## config.mk

```make
export PLATFORM = sky130hd
export DESIGN_NAME = axi_stream_slave_endpoint
export DESIGN_NICKNAME = d
export VERILOG_FILES = /design/src/rtl/axi_stream_slave_endpoint.sv
export SDC_FILE = /design/constraint.sdc
export NUM_CORES = 1
export LEC_CHECK = 0
export CORE_MARGIN = 10
export CORE_UTILIZATION = 49
export DETAILED_ROUTE_END_ITERATION = 16
export GPL_TIMING_DRIVEN = 0
export PLACE_DENSITY = 0.76
export SETUP_SLACK_MARGIN = 0.2
export SLEW_MARGIN = 20
export SYNTH_ARGS = -nofsm -noshare
export SYNTH_HDL_FRONTEND = slang
export SYNTH_SLANG_ARGS = --single-unit
```

## constraint.sdc

```tcl
create_clock -name clk -period 8.1 [get_ports clk]
set_input_delay 1.215 -clock clk [delete_from_list [all_inputs] [get_ports clk]]
set_output_delay 1.215 -clock clk [all_outputs]
set_load 0.01 [all_outputs]
```

## src/rtl/axi_stream_slave_endpoint.sv

```systemverilog
// axi_stream_slave_endpoint: AXI-Stream sink with random backpressure, statistics and protocol checks
module axi_stream_slave_endpoint #(
    parameter int          byte_width  = 4,
    parameter int          id_width    = 1,
    parameter int          dest_width  = 1,
    parameter int          user_width  = 1,
    parameter int          count_width = 32,
    parameter logic [15:0] lfsr_seed   = 16'hACE1
) (
    input  logic                    clk,
    input  logic                    reset,
    input  logic                    tvalid,
    output logic                    tready,
    input  logic [8*byte_width-1:0] tdata,
    input  logic [byte_width-1:0]   tstrb,
    input  logic [byte_width-1:0]   tkeep,
    input  logic                    tlast,
    input  logic [id_width-1:0]     tid,
    input  logic [dest_width-1:0]   tdest,
    input  logic [user_width-1:0]   tuser,
    input  logic                    stall_en,
    input  logic                    clear,
    output logic [count_width-1:0]  beat_count,
    output logic [count_width-1:0]  packet_count,
    output logic [count_width-1:0]  byte_count,
    output logic                    in_packet,
    output logic                    cap_valid,
    output logic [8*byte_width-1:0] cap_data,
    output logic                    cap_last,
    output logic                    err_unstable,
    output logic                    err_strb,
    output logic                    err_route,
    output logic                    err_any
);
    logic [15:0]                lfsr;
    logic [15:0]                lfsr_next;
    logic                       xfer;
    logic [count_width:0]       nbytes;
    logic [count_width:0]       byte_sum;
    logic                       unstable;
    logic                       stalled;
    logic [8*byte_width-1:0]    s_data;
    logic [byte_width-1:0]      s_strb;
    logic [byte_width-1:0]      s_keep;
    logic                       s_last;
    logic [id_width-1:0]        s_id;
    logic [dest_width-1:0]      s_dest;
    logic [user_width-1:0]      s_user;
    logic [id_width-1:0]        r_id;
    logic [dest_width-1:0]      r_dest;

    assign lfsr_next = {lfsr[14:0], lfsr[15] ^ lfsr[13] ^ lfsr[12] ^ lfsr[10]};
    assign xfer      = tvalid && tready;
    assign byte_sum  = {1'b0, byte_count} + nbytes;
    assign err_any   = err_unstable | err_strb | err_route;

    // data bytes in this beat, and whether a stalled beat changed its held content
    always_comb begin
        nbytes   = '0;
        unstable = !tvalid || tstrb != s_strb || tkeep != s_keep || tlast != s_last ||
                   tid != s_id || tdest != s_dest || tuser != s_user;
        for (int i = 0; i < byte_width; i++) begin
            nbytes = nbytes + (count_width+1)'(tkeep[i] & tstrb[i]);
            if (s_keep[i] && s_strb[i] && tdata[8*i +: 8] != s_data[8*i +: 8])
                unstable = 1'b1;
        end
    end

    // backpressure generator; free-running, untouched by clear
    always_ff @(posedge clk or posedge reset) begin
        if (reset) begin
            lfsr   <= lfsr_seed;
            tready <= 1'b0;
        end else begin
            lfsr   <= lfsr_next;
            tready <= !stall_en || lfsr_next[0];
        end
    end

    // capture of the most recently accepted beat
    always_ff @(posedge clk or posedge reset) begin
        if (reset) begin
            cap_valid <= 1'b0;
            cap_data  <= '0;
            cap_last  <= 1'b0;
        end else begin
            cap_valid <= xfer;
            if (xfer) begin
                cap_data <= tdata;
                cap_last <= tlast;
            end
        end
    end

    // statistics, packet tracking and sticky protocol checks; clear wins over everything
    always_ff @(posedge clk or posedge reset) begin
        if (reset) begin
            beat_count   <= '0;
            packet_count <= '0;
            byte_count   <= '0;
            in_packet    <= 1'b0;
            err_unstable <= 1'b0;
            err_strb     <= 1'b0;
            err_route    <= 1'b0;
            stalled      <= 1'b0;
            s_data       <= '0;
            s_strb       <= '0;
            s_keep       <= '0;
            s_last       <= 1'b0;
            s_id         <= '0;
            s_dest       <= '0;
            s_user       <= '0;
            r_id         <= '0;
            r_dest       <= '0;
        end else if (clear) begin
            beat_count   <= '0;
            packet_count <= '0;
            byte_count   <= '0;
            in_packet    <= 1'b0;
            err_unstable <= 1'b0;
            err_strb     <= 1'b0;
            err_route    <= 1'b0;
            stalled      <= 1'b0;
            r_id         <= '0;
            r_dest       <= '0;
        end else begin
            stalled <= tvalid && !tready;
            s_data  <= tdata;
            s_strb  <= tstrb;
            s_keep  <= tkeep;
            s_last  <= tlast;
            s_id    <= tid;
            s_dest  <= tdest;
            s_user  <= tuser;
            if (stalled && unstable)
                err_unstable <= 1'b1;
            if (tvalid && |(tstrb & ~tkeep))
                err_strb <= 1'b1;
            if (xfer) begin
                if (beat_count != '1)
                    beat_count <= beat_count + count_width'(1);
                if (tlast && packet_count != '1)
                    packet_count <= packet_count + count_width'(1);
                byte_count <= byte_sum[count_width] ? '1 : byte_sum[count_width-1:0];
                in_packet  <= !tlast;
                if (!in_packet) begin
                    r_id   <= tid;
                    r_dest <= tdest;
                end else if (tid != r_id || tdest != r_dest) begin
                    err_route <= 1'b1;
                end
            end
        end
    end
endmodule

```

==> metrics.csv, run 1 <==
metric,value,unit
"top cells by count, synth","190 x dfrtp_1, 145 x nand2_1, 64 x a21oi_1",
CTS buffer count,17,
CTS HTree Levels,4,
post-layout instance area,12560,um2
Clock Tree Root,clkbuf_16,
synthesized flop and latch total,198,
internal power,1.584,mW
Avg Synthesized Cell Area,9.894,um2
Starting Density,49.86,%
CTS tree,done,
Die X,161.0,um
GR Util All Layers,20.91,%
M1 WL,11960,um
Hold Buf Count CTS,0,
status,finished clean,
switching pwr,613.9,uW
sequential fraction of the synthesis area,51.00,%
minimum clock period,4.965,ns
Crit Path Max Fanout,10,
vias,8567,
setup repair after global routing missed its margin,false,
"top cells by area, synth","dfrtp_1 49%, nand2_1 5.6%, mux2_2 5.2%",
MaxCap Viol Count,0,
post-route ant nets,0,
WL met2,12900,um
sw frac,27.92,%
worst hold path type,reg2reg,
DR DRC count,0,
Worst Reg-to-Reg Cells,9,
initial antenna violation count,0,
Top Layer Used,met4,
drt total wl,27670,um
placed cell count,1433,
kind of critical path,in2reg,
cell taking the most area after synthesis,dfrtp_1,
worst-margin pin slew,0.8357,ns
Critical Path Source Type,input port,
hold path depth,0,
Fmax,201.4,MHz
first-pass GRT wire length,44540,um
routability congestion estimate,0.8869,
number of flops mapped to enable cells by yosys,0,
"Net count, final",1245,
metal3 WL,2535,um
Die Area,25910,um2
"Setup Fix Bufs, Post-CTS",0,
row cnt,51,
Core ar.,19530,um2
VDD IR max,0.0001792,V
largest net degree at the start of global routing,102,
Setup Skew,0.01453,ns
Arrival @ worst endpoint,5.26,ns
CP max stage cell,nor4_1,
WL/cell,18.89,um
io pins,185,
Syn. warnings,0,
clock-pin slew on the worst setup and hold paths,0.09,ns
Worst setup EP type,flip-flop,
die height,161.0,um
# clock sinks,198,
Final Cycle Share,61.30,%
ant diodes,0,
top_reg_cell synth,dfrtp_1,
vias in the first global route,8357,
Crit path required time,8.39,ns
Cell Pwr Density,175.1,nW/um2
Clock Latency Late Sink,0.44,ns
port bufs,183,
syn nets,1042,
Mapped Cells,984,
first drt pass iteration count,5,
Gate power share,11.6,%
Iter 0 DRT Violations,660,
Mapped Area,9736,um2
Synth cell types,62,
register share of total power,48.5,%
top-count cell post-synth,dfrtp_1,
Non-Filler Instances,1465,
worst hold slack,0.3562,ns
final setup fails,0,
Yosys top cell area share,48.84,%
GR Overflow Total,0,
Area after DPL,11930,um2
Rel. slew slack,43.77,%
LEAKAGE,5.008,nW
"Cell Chain, Critical Path",clkdlybuf4s50_1 -> nand2_1 -> fa_1 -> inv_1 -> ha_1 -> ha_1 -> inv_1 -> fa_1 -> nor2b_1 -> nor2_1 -> nor4_1 -> buf_2 -> nor4b_1 -> nor3_1,
max incr delay on CP,0.77,ns
final hold violations,0,
Slew Limit Fails,0,
Synth async-reset ratio,100.0,%
detailed placer's ending HPWL,19990,um
share of layout cells above drive strength 1,9.500,%
post_cts resized,0,
Area Overhead vs Synth,28.97,%
vias per cell,5.848,
clock network fraction of design power,39.9,%
buffer levels on the longest clock path,2,
-- power by group through the flow --
stage | sequential [mW] | combinational (mW) | clock [mW]
4_1_cts | 1.07 | 0.260 | 0.890
6_report | 1.07 | 0.256 | 0.877
3_5_place_dp | 1.08 | 0.259 | 0
5_1_grt | 1.07 | 0.283 | 0.929
2_1_floorplan | 1.09 | 0.121 | 0
3_3_place_gp | 1.08 | 0.252 | 0
-- logic make-up (layout without fill, tap and decap cells) --
group	after synthesis	in the layout	share of synthesized area, %
compound gates	180	180	11.76
mux	48	48	5.513
fa+ha+maj	9	9	1.311
buf+inv	86	302	3.483
flops	198	198	51.00
simple gates	407	407	21.90
xor+xnor	56	56	5.038
-- cell type report --
class	instances	area [um2]
Inverter	36	142.6
Multi-Input combinational cell	700	4438
Clock buffer	17	425.4
Sequential cell	198	4965
Timing Repair Buffer	184	1859
Fill cell	1621	6970
Clock inverter	15	190.2
Buffer	50	203.9
Tap cell	265	331.6
-- worst max-delay path, delay by kind of cell --
kind | cells | cell delay (ns)
and+or+nand+nor | 6 | 1.56
adders and majority gates | 4 | 1.46
buffers and inverters | 4 | 1.02
-- through the flow --
| step | TNS (ns) | setup slack, ns | power, mW | util [%] |
|---|---|---|---|---|
| after global placement | -235.84 | -1.256 | 1.335 | 60.94 |
| after detailed placement | 0 | 2.676 | 1.343 | 61.12 |
| final | 0 | 3.135 | 2.198 | 64.30 |
| after global routing | 0 | 2.846 | 2.284 | 64.30 |
| after floorplan | 0 | 1.501 | 1.212 | - |
| after CTS | 0 | 3.126 | 2.216 | 64.27 |
-- per-layer routing --
| layer | vias up | global-route usage, % |
|---|---|---|
| li1 | 3983 | - |
| met1 | 4246 | 27.12 |
| met2 | 315 | 32.80 |
| met3 | 23 | 7.234 |
| met4 | 0 | 5.211 |
| met5 | - | 0 |
-- cells in the final DEF (no fill, tap or decap), types with 35 or more instances in the layout --
master           count
o21ai_0             39
clkdlybuf4s50_1    183
mux2_2              45
xnor2_1             47
inv_1               35
clkbuf_1            37
a21oi_1             64
nand2_1            145
nor2_1              42
nand3_1             39
dfrtp_1            190
-- path summary, 6_finish.rpt --
check | to | slack [ns] | from
setup / recovery | byte_count[30]$_DFFE_PP0P_ | 3.13 | tstrb[0]
hold / removal | lfsr[2]$_DFF_PP0_ | 0.36 | lfsr[1]$_DFF_PP0_
setup reg to reg | byte_count[30]$_DFFE_PP0P_ | 5.12 | byte_count[0]$_DFFE_PP0P_
hold reg to reg | lfsr[2]$_DFF_PP0_ | 0.36 | lfsr[1]$_DFF_PP0_
max in group asynchronous | byte_count[6]$_DFFE_PP0P_ | 5.85 | reset
min in group asynchronous | cap_data[3]$_DFFE_PP0P_ | 1.27 | reset
-- sequential cells by signal, summed over array words and instances (netlist names), 4 cells and up --
name          cells
byte_count       32
beat_count       32
packet_count     32
lfsr             16
s_data           32
s_keep            4
cap_data         32
s_strb            4
No activity file was read; power rests on OpenSTA's default activity.
==> run 2: changes to the inputs <==
==> constraint.sdc (replaced) <==
create_clock -name clk -period 4.81 [get_ports clk]
set_input_delay 0.7215 -clock clk [delete_from_list [all_inputs] [get_ports clk]]
set_output_delay 0.7215 -clock clk [all_outputs]
set_load 0.01 [all_outputs]
==> run 2 against run 1 <==
Against the previous run: sequential power up 68%; clock skew down 0.0049 ns; wire length down 0.16%; die area unchanged; total power up 70%; critical endpoint unchanged; worst hold slack worse by 0.00058 ns; via count down 1.8%; count of clock-buffer cells in the layout unchanged.
==> metrics.csv, run 2 (same netlist as run 1, synthesis figures left out) <==
metric,value,unit,change
DR DRC count,0,,unchanged
Hold Buf Count CTS,0,,unchanged
register share of total power,48.1,%,-0.4 points
WL/cell,18.78,um,-0.56%
MaxCap Viol Count,0,,unchanged
"Net count, final",1251,,+0.48%
Iter 0 DRT Violations,470,,-29%
Setup Skew,0.009658,ns,-0.004867 ns
share of layout cells above drive strength 1,9.950,%,+0.45 points
Critical Path Start,tstrb[0],,
minimum clock period,4.174,ns,
Area Overhead vs Synth,30.36,%,
vias per cell,5.721,,-2.2%
io pins,185,,unchanged
most frequent cells in the layout,"190 x dfrtp_1, 183 x clkdlybuf4s50_1, 145 x nand2_1",,
kind of critical path,in2reg,,
"commonest non-fill, non-tap cell in the layout",dfrtp_1,,
CP max stage cell,nor4_2,,
Rel. slew slack,39.37,%,-4.4 points
worst hold path type,reg2reg,,
largest net degree at the start of global routing,33,,-68%
Worst setup EP type,flip-flop,,
CTS tree,done,,
buffer levels on the longest clock path,2,,unchanged
max incr delay on CP,0.55,ns,-0.22 ns
Clock Latency Late Sink,0.43,ns,about the same
initial antenna violation count,1,,+1
Gate power share,11.8,%,+0.2 points
final setup fails,0,,unchanged
switching pwr,1.009,mW,+64%
flop2flop setup slack,1.84,ns,-3.28 ns
Fmax,239.6,MHz,
reg-to-reg startpoint,byte_count[19]$_DFFE_PP0P_,,
end of the worst register-to-register path,byte_count[7]$_DFFE_PP0P_,,
port bufs,183,,unchanged
detailed placer's ending HPWL,20670,um,+3.4%
first drt pass iteration count,5,,unchanged
Core ar.,19530,um2,unchanged
Clock Tree Root,clkbuf_16,,
Worst Reg-to-Reg Cells,6,,-3
status,finished clean,,
VDD IR max,0.0002471,V,+38%
routability congestion estimate,0.9027,,+1.8%
CTS buffer count,17,,unchanged
Die X,161.0,um,unchanged
clock network fraction of design power,40.1,%,+0.2 points
Die Area,25910,um2,unchanged
clock-pin slew on the worst setup and hold paths,0.08,ns,about the same
worst-margin pin slew,0.9012,ns,+0.06545 ns
Starting Density,49.86,%,unchanged
setup repair after global routing missed its margin,false,,
sw frac,27.04,%,-0.88 points
# clock sinks,198,,unchanged
first-pass GRT wire length,45310,um,+1.7%
worst hold slack,0.3556,ns,-0.0005840 ns
GR Overflow Total,0,,unchanged
Crit path required time,5.09,ns,-3.30 ns
crit path capture,byte_count[30]$_DFFE_PP0P_,,
drt total wl,27630,um,-0.16%
vias,8415,,-1.8%
"Cell Chain, Critical Path",clkdlybuf4s50_1 -> nand2_1 -> fa_1 -> inv_1 -> ha_1 -> ha_1 -> inv_1 -> fa_1 -> nor2b_1 -> nor2_1 -> nor4_2 -> buf_2 -> nor4b_1 -> nor3_1,,
die height,161.0,um,unchanged
post-route ant nets,0,,unchanged
Critical Path Source Type,input port,,
total negative slack,0,ns,unchanged
row cnt,51,,unchanged
Reg area,4965,um2,unchanged
internal power,2.721,mW,+72%
LEAKAGE,5.068,nW,+1.2%
final hold violations,0,,unchanged
Cell Pwr Density,293.9,nW/um2,+68%
GR Util All Layers,21.25,%,+0.34 points
vias in the first global route,8379,,+0.26%
ant diodes,0,,unchanged
CTS HTree Levels,4,,unchanged
Final Cycle Share,86.79,%,
Crit Path Max Fanout,10,,unchanged
Slew Limit Fails,0,,unchanged
multi-input combinational cell area,4438,um2,unchanged
Arrival @ worst endpoint,4.45,ns,-0.81 ns
fillers,1616,,-0.31%
## run 2: cell types whose count changed in the layout (fill, tap and decap cells not counted)
cell / delta
clkinv_4: +1
clkinv_8: +2
inv_8: -4
clkinv_2: +1
buf_12: +6
inv_12: -1
bufinv_16: +1
## run 2: routing by layer
layer | track usage, % | up-vias | part of all wire, %
li1 | - | 4006 | -
met2 | 33.93 | 263 | 47
met3 | 7.439 | 36 | 8.8
met4 | 4.880 | 2 | 1.5
met1 | 27.16 | 4108 | 43
met5 | 0 | - | 0.029
## run 2: power by group through the flow
stage | Combinational, mW | Sequential (mW) | Clock [mW]
final | 0.440 | 1.80 | 1.49
after global routing | 0.487 | 1.81 | 1.59
after CTS | 0.449 | 1.80 | 1.52
after detailed placement | 0.445 | 1.83 | 0
after global placement | 0.424 | 1.82 | 0
after floorplan | 0.204 | 1.84 | 0
## run 2: layout make-up
type	instances	share of cell area (%)
buffer	50	1.607
clock buffer	17	3.352
timing repair buffer	190	15.60
tap	265	2.613
clock inverter	15	1.646
sequential	198	39.12
inverter	36	1.094
multi-input combinational	700	34.97
## run 2: what timing repair did
action	4_1_cts	5_1_grt
buffers inserted	0	0
setup endpoints to repair	0	1
gates resized for setup	0	1
## run 2: worst min-delay path by stage
stage	from	endpoint	slack [ns]	cells after the start
6_report	lfsr[1]$_DFF_PP0_	lfsr[2]$_DFF_PP0_	0.36	0
5_1_grt	lfsr[6]$_DFF_PP1_	lfsr[7]$_DFF_PP1_	0.36	0
4_1_cts	lfsr[6]$_DFF_PP1_	lfsr[7]$_DFF_PP1_	0.36	0
3_5_place_dp	lfsr[1]$_DFF_PP0_	lfsr[2]$_DFF_PP0_	0.34	0
3_3_place_gp	lfsr[2]$_DFF_PP0_	lfsr[3]$_DFF_PP0_	0.34	0
2_1_floorplan	lfsr[1]$_DFF_PP0_	lfsr[2]$_DFF_PP0_	0.33	0
## run 2: worst max-delay path, delay by kind of cell
family	cells	cell delay, ns
adders and majority gates	4	1.43
and+or+nand+nor	6	1.35
buffers and inverters	4	0.96
## run 2: per-stage QoR
step	instances	area [um2]	power [mW]	util (%)	setup slack, ns
floorplan	984	9739	2.042	-	1.143
global placement	1432	11900	2.248	60.96	-0.09372
detailed placement	1439	12050	2.272	61.71	0.01062
CTS	1471	12680	3.767	64.96	0.4618
global route	1471	12690	3.883	64.99	0.3911
finish	1471	12690	3.730	64.99	0.6356
